--- src/rtl/ula_arbiter.sv ---
// Round-robin arbiter/sequencer sharing one ALU between two requesters.
// Registers the winner's operands, then captures the opcode-qualified ALU result one cycle later.
module ula_arbiter #(
  parameter int unsigned WIDTH = 4
) (
  input  logic             clk,
  input  logic             rst,
  input  logic             req0,
  input  logic             req1,
  input  logic [2:0]       op0,
  input  logic [2:0]       op1,
  input  logic [WIDTH-1:0] a0,
  input  logic [WIDTH-1:0] b0,
  input  logic [WIDTH-1:0] a1,
  input  logic [WIDTH-1:0] b1,
  output logic             gnt0,
  output logic             gnt1,
  output logic             done0,
  output logic             done1,
  output logic [WIDTH-1:0] res,
  output logic             res_stat,
  output logic             busy,
  output logic [WIDTH-1:0] ula_a,
  output logic [WIDTH-1:0] ula_b,
  output logic [2:0]       ula_tula,
  input  logic [WIDTH-1:0] ula_outp,
  input  logic             ula_stat
);

  typedef enum logic [1:0] {
    IDLE = 2'd0,
    EXEC = 2'd1,
    DONE = 2'd2
  } state_t;

  state_t r_state;
  state_t w_next;
  logic   r_last;
  logic   r_winner;
  logic   w_any;
  logic   w_arb;
  logic   w_grant;
  logic   w_pick1;
  logic   w_is_cmp;

  // Tie goes to the requester that did not win last time.
  assign w_any   = req0 | req1;
  assign w_arb   = (r_state != EXEC);
  assign w_grant = w_arb & w_any;
  assign w_pick1 = req1 & (~req0 | ~r_last);

  always_ff @(posedge clk) begin
    if (rst) r_state <= IDLE;
    else     r_state <= w_next;
  end

  always_comb begin
    w_next = r_state;
    case (r_state)
      IDLE:    if (w_any) w_next = EXEC;
      EXEC:    w_next = DONE;
      DONE:    w_next = w_any ? EXEC : IDLE;
      default: w_next = IDLE;
    endcase
  end

  // Compares leave outp stale and arithmetic ops leave stat stale.
  always_comb begin
    w_is_cmp = 1'b0;
    case (ula_tula)
      3'b011, 3'b100, 3'b101: w_is_cmp = 1'b1;
      default:                w_is_cmp = 1'b0;
    endcase
  end

  always_ff @(posedge clk) begin
    if (rst) begin
      r_last   <= 1'b1;
      r_winner <= 1'b0;
      gnt0     <= 1'b0;
      gnt1     <= 1'b0;
      done0    <= 1'b0;
      done1    <= 1'b0;
      busy     <= 1'b0;
      res      <= '0;
      res_stat <= 1'b0;
      ula_a    <= '0;
      ula_b    <= '0;
      ula_tula <= 3'b000;
    end else begin
      gnt0  <= w_grant & ~w_pick1;
      gnt1  <= w_grant & w_pick1;
      done0 <= (r_state == EXEC) & ~r_winner;
      done1 <= (r_state == EXEC) & r_winner;
      busy  <= (w_next != IDLE);
      if (w_grant) begin
        r_winner <= w_pick1;
        r_last   <= w_pick1;
        ula_tula <= w_pick1 ? op1 : op0;
        ula_a    <= w_pick1 ? a1 : a0;
        ula_b    <= w_pick1 ? b1 : b0;
      end
      if (r_state == EXEC) begin
        if (w_is_cmp) begin
          res      <= '0;
          res_stat <= ula_stat;
        end else begin
          res      <= ula_outp;
          res_stat <= 1'b0;
        end
      end
    end
  end

endmodule

--- config.mk ---
export PLATFORM = sky130hd
export DESIGN_NAME = ula_arbiter
export DESIGN_NICKNAME = d
export VERILOG_FILES = /design/src/rtl/ula_arbiter.sv
export SDC_FILE = /design/constraint.sdc
export NUM_CORES = 1
export LEC_CHECK = 0
export BUFFER_PORTS_ARGS = -buffer_cell sky130_fd_sc_hd__buf_4
export CAP_MARGIN = 20
export CORE_ASPECT_RATIO = 1.1
export CORE_MARGIN = 3
export CORE_UTILIZATION = 45
export DETAILED_ROUTE_END_ITERATION = 16
export PLACE_DENSITY = 0.79
export SYNTH_ARGS = -nofsm -noshare
export SYNTH_HDL_FRONTEND = slang
export SYNTH_SLANG_ARGS = --single-unit
--- constraint.sdc ---
create_clock -name clk -period 3 [get_ports clk]
set_clock_uncertainty 0.15 [all_clocks]
set_input_delay 0.6 -clock clk [delete_from_list [all_inputs] [get_ports clk]]
set_output_delay 0.6 -clock clk [all_outputs]
set_load 0.02 [all_outputs]
==> results.py <==
metrics = {
    "critical_path": {
        "end_kind": "output pin",
        "max_stage_delay_ns": 0.39,
        "crit_family": "flip-flops",
        "startpoint_type": "flop",
        "path_cells": "buf_4",
        "timing_worst_setup_path_type": "flop to output pin",
        "cp_data_arrival_time_ns": 0.85,
        "cp_num_buf_inv": 1,
        "cp_max_fo": 4,
        "cp.required_ns": 2.25,
        "slowest_stage": "dfxtp_1",
    },
    "sta": {
        "setup-tns-final_ns": 0,
        "slew_headroom_pct": 79.15,
        "rsz0062_at_grt": "no",
        "setup_viol": 0,
        "post-route-period-util_pct": 53.45,
        "max_freq_mhz": 623.6,
        "finalHoldViolCount": 0,
        "fin_crit_ns": 1.603,
        "tightest_slew_ns": 0.3105,
        "drv_slew": 0,
    },
    "routing": {
        "totalWireLength_mm": 2.491,
        "drt_iter0_drc": 21,
        "final_antenna_net_count": 0,
        "vias": 979,
        "viasPerCell": 5.350,
        "drc_errors": 0,
        "first_pass_iters": 4,
        "wl_per_cell_um": 13.61,
    },
    "clock_network": {
        "cts_hold_buffers": 0,
        "cts_setup_buffers": 0,
        "numCtsBuffers": 3,
        "clock_latency_ns": 0.31,
        "cts_tree": "done",
        "clockRootBuffer": "clkbuf_4",
        "numClockSinks": 25,
        "clk_pin_slew_ns": 0.12,
        "ctsLongestPathBuffers": 2,
        "h-tree-depth": 1,
        "cts_resized": 0,
    },
    "synthesis": {
        "synth_adder_area_share_pct": 0,
        "yosys.area.top_type": "dfxtp_1",
        "synth_top_area_share_pct": 47.39,
        "avgSynthCellArea_um2": 10.06,
        "yosys_warnings": 0,
        "synth_simple_gate_area_share_pct": 21.92,
        "synth_nets": 136,
        "muxShareOfSynthArea_pct": 0,
        "seq_area_frac_synth_pct": 47.39,
        "synth_compound_area_share_pct": 19.79,
        "ys_ff_latch": 25,
        "netlist_area_mm2": 0.001056,
        "synth_xor_area_share_pct": 0,
        "synth_cells": 105,
        "synth_top_cells_by_area": "dfxtp_1, nand4_1, inv_1",
        "synth_top_family_by_area": "simple AND/OR/NAND/NOR gates",
        "synthDistinctLibCells": 28,
    },
    "worst_hold_path": {
        "hold_path.class": "flop to flop",
    },
    "cells_and_area": {
        "final_cell_mix": "buf_4, dfxtp_1, inv_1",
        "layout_commonest_cell": "buf_4",
        "diodes": 0,
        "area_delta_synth_final_pct": 37.91,
        "drive_above_1_share_pct": 40.65,
        "final_nets": 187,
        "fillers": 176,
        "multi_input_area_um2": 440.4,
        "instances_no_fill": 183,
        "seqCellArea_um2": 500.5,
    },
    "placed_design": {
        "dp_hpwl_mm": 1.963,
        "io_buffers": 51,
        "routabilityCongestion": 0.7460,
        "dp.cells": 179,
    },
    "floorplan": {
        "die-area_mm2": 0.002965,
        "fp.dieH_um": 56.81,
        "core_mm2": 0.002106,
        "initial_utilization_pct": 50.15,
        "die_w_um": 52.19,
        "pin_count": 52,
        "rows": 17,
    },
    "power_and_ir_drop": {
        "pwr-share-seq_pct": 54.5,
        "p_sw_share_pct": 28.40,
        "power_switching_uw": 193.9,
        "p_int_uw": 488.8,
        "p_comb_share_pct": 24.4,
        "p_clk_share_pct": 21.1,
        "leakagePower_nw": 0.6711,
        "peakVddDrop_mv": 0.3501,
        "p_per_area_mw_per_mm2": 468.7,
    },
    "global_route": {
        "antenna_found_initial": 0,
        "grt_max_degree": 24,
        "grt_pass1_wl_mm": 4.008,
        "overflow": 0,
        "grt_pass1_vias": 966,
        "grtUsageTotal_pct": 17.28,
    },
    "outcome": {
        "status": "finished clean",
    },
    "run": {
        "cap_violations": 0,
    },
}
-- routing by layer --
metal  vias up  GRT usage (%)  wire length, um
met3         2          5.040              163
met4         0          2.190                9
met2        29          31.60             1326
met5         -              0                0
met1       464          19.90              991
li1        484              -                -
-- cell type report --
cell class                      instances  area share [%]
Sequential cell                        25           34.36
Multi-Input combinational cell         56           30.24
Timing Repair Buffer                   51           26.29
Inverter                               19           4.897
Tap cell                               28           2.405
Clock buffer                            4           1.804
-- cells by family (layout without fill, tap and decap cells) --
family                 count (synthesis)  in the layout
AND/OR/NAND/NOR                       31             31
AO/OA/AOI/OAI                         25             25
flip-flops                            25             25
buffers and inverters                 24             74
-- synth_stat cells --
| library cell | n |
|---|---|
| nor2_1 | 1 |
| nand4b_4 | 1 |
| o221ai_1 | 8 |
| buf_6 | 3 |
| nor2b_1 | 1 |
| or2_1 | 1 |
| o21bai_4 | 1 |
| a31oi_1 | 3 |
| nor3_1 | 3 |
| nor2_2 | 2 |
| a21oi_1 | 2 |
| a311o_1 | 1 |
| nand2_1 | 2 |
| inv_1 | 19 |
| and2b_4 | 1 |
| dfxtp_1 | 25 |
| nand4_1 | 14 |
| nor4_4 | 1 |
| and3b_1 | 1 |
| o211ai_1 | 1 |
| buf_2 | 2 |
| and3_1 | 1 |
| a21oi_4 | 1 |
| o21ai_0 | 3 |
| o21bai_1 | 1 |
| nand2b_2 | 1 |
| a22o_1 | 4 |
| nand2b_4 | 1 |
-- power groups by stage --
stage	registers [mW]	clock network (mW)	logic [mW]
floorplan	0.404	0	0.0684
global placement	0.380	0	0.163
detailed placement	0.380	0	0.168
CTS	0.372	0.151	0.168
global route	0.376	0.159	0.179
finish	0.372	0.144	0.167
-- sequential cells by signal, indices dropped and copies added (netlist names), 2 cells and up --
| name | cells |
|---|---|
| r_state | 2 |
| ula_a | 4 |
| ula_b | 4 |
| ula_tula | 3 |
| res | 4 |
-- per-stage QoR --
stage	area [um2]	utilization, %	setup slack [ns]	hold WS (ns)	power, mW
detailed placement	1430	67.91	1.405	0.2639	0.5473
finish	1456	69.16	1.397	0.2829	0.6827
global placement	1430	67.91	1.451	0.2642	0.5422
global route	1456	69.16	1.338	0.3096	0.7141
floorplan	1056	-	1.571	0.2502	0.4727
CTS	1456	69.16	1.373	0.2831	0.6914
-- path summary, 6_finish.rpt --
kind / cells past startpoint / end / slack (ns) / start
min reg2reg: 1 / done0 / 0.28 / r_winner
min: 1 / done0 / 0.28 / r_winner
max reg2reg: 3 / res[1] / 1.61 / r_state[0]
max: 1 / ula_tula[1] / 1.40 / ula_tula[1]
(Power assumes the default switching activity.)
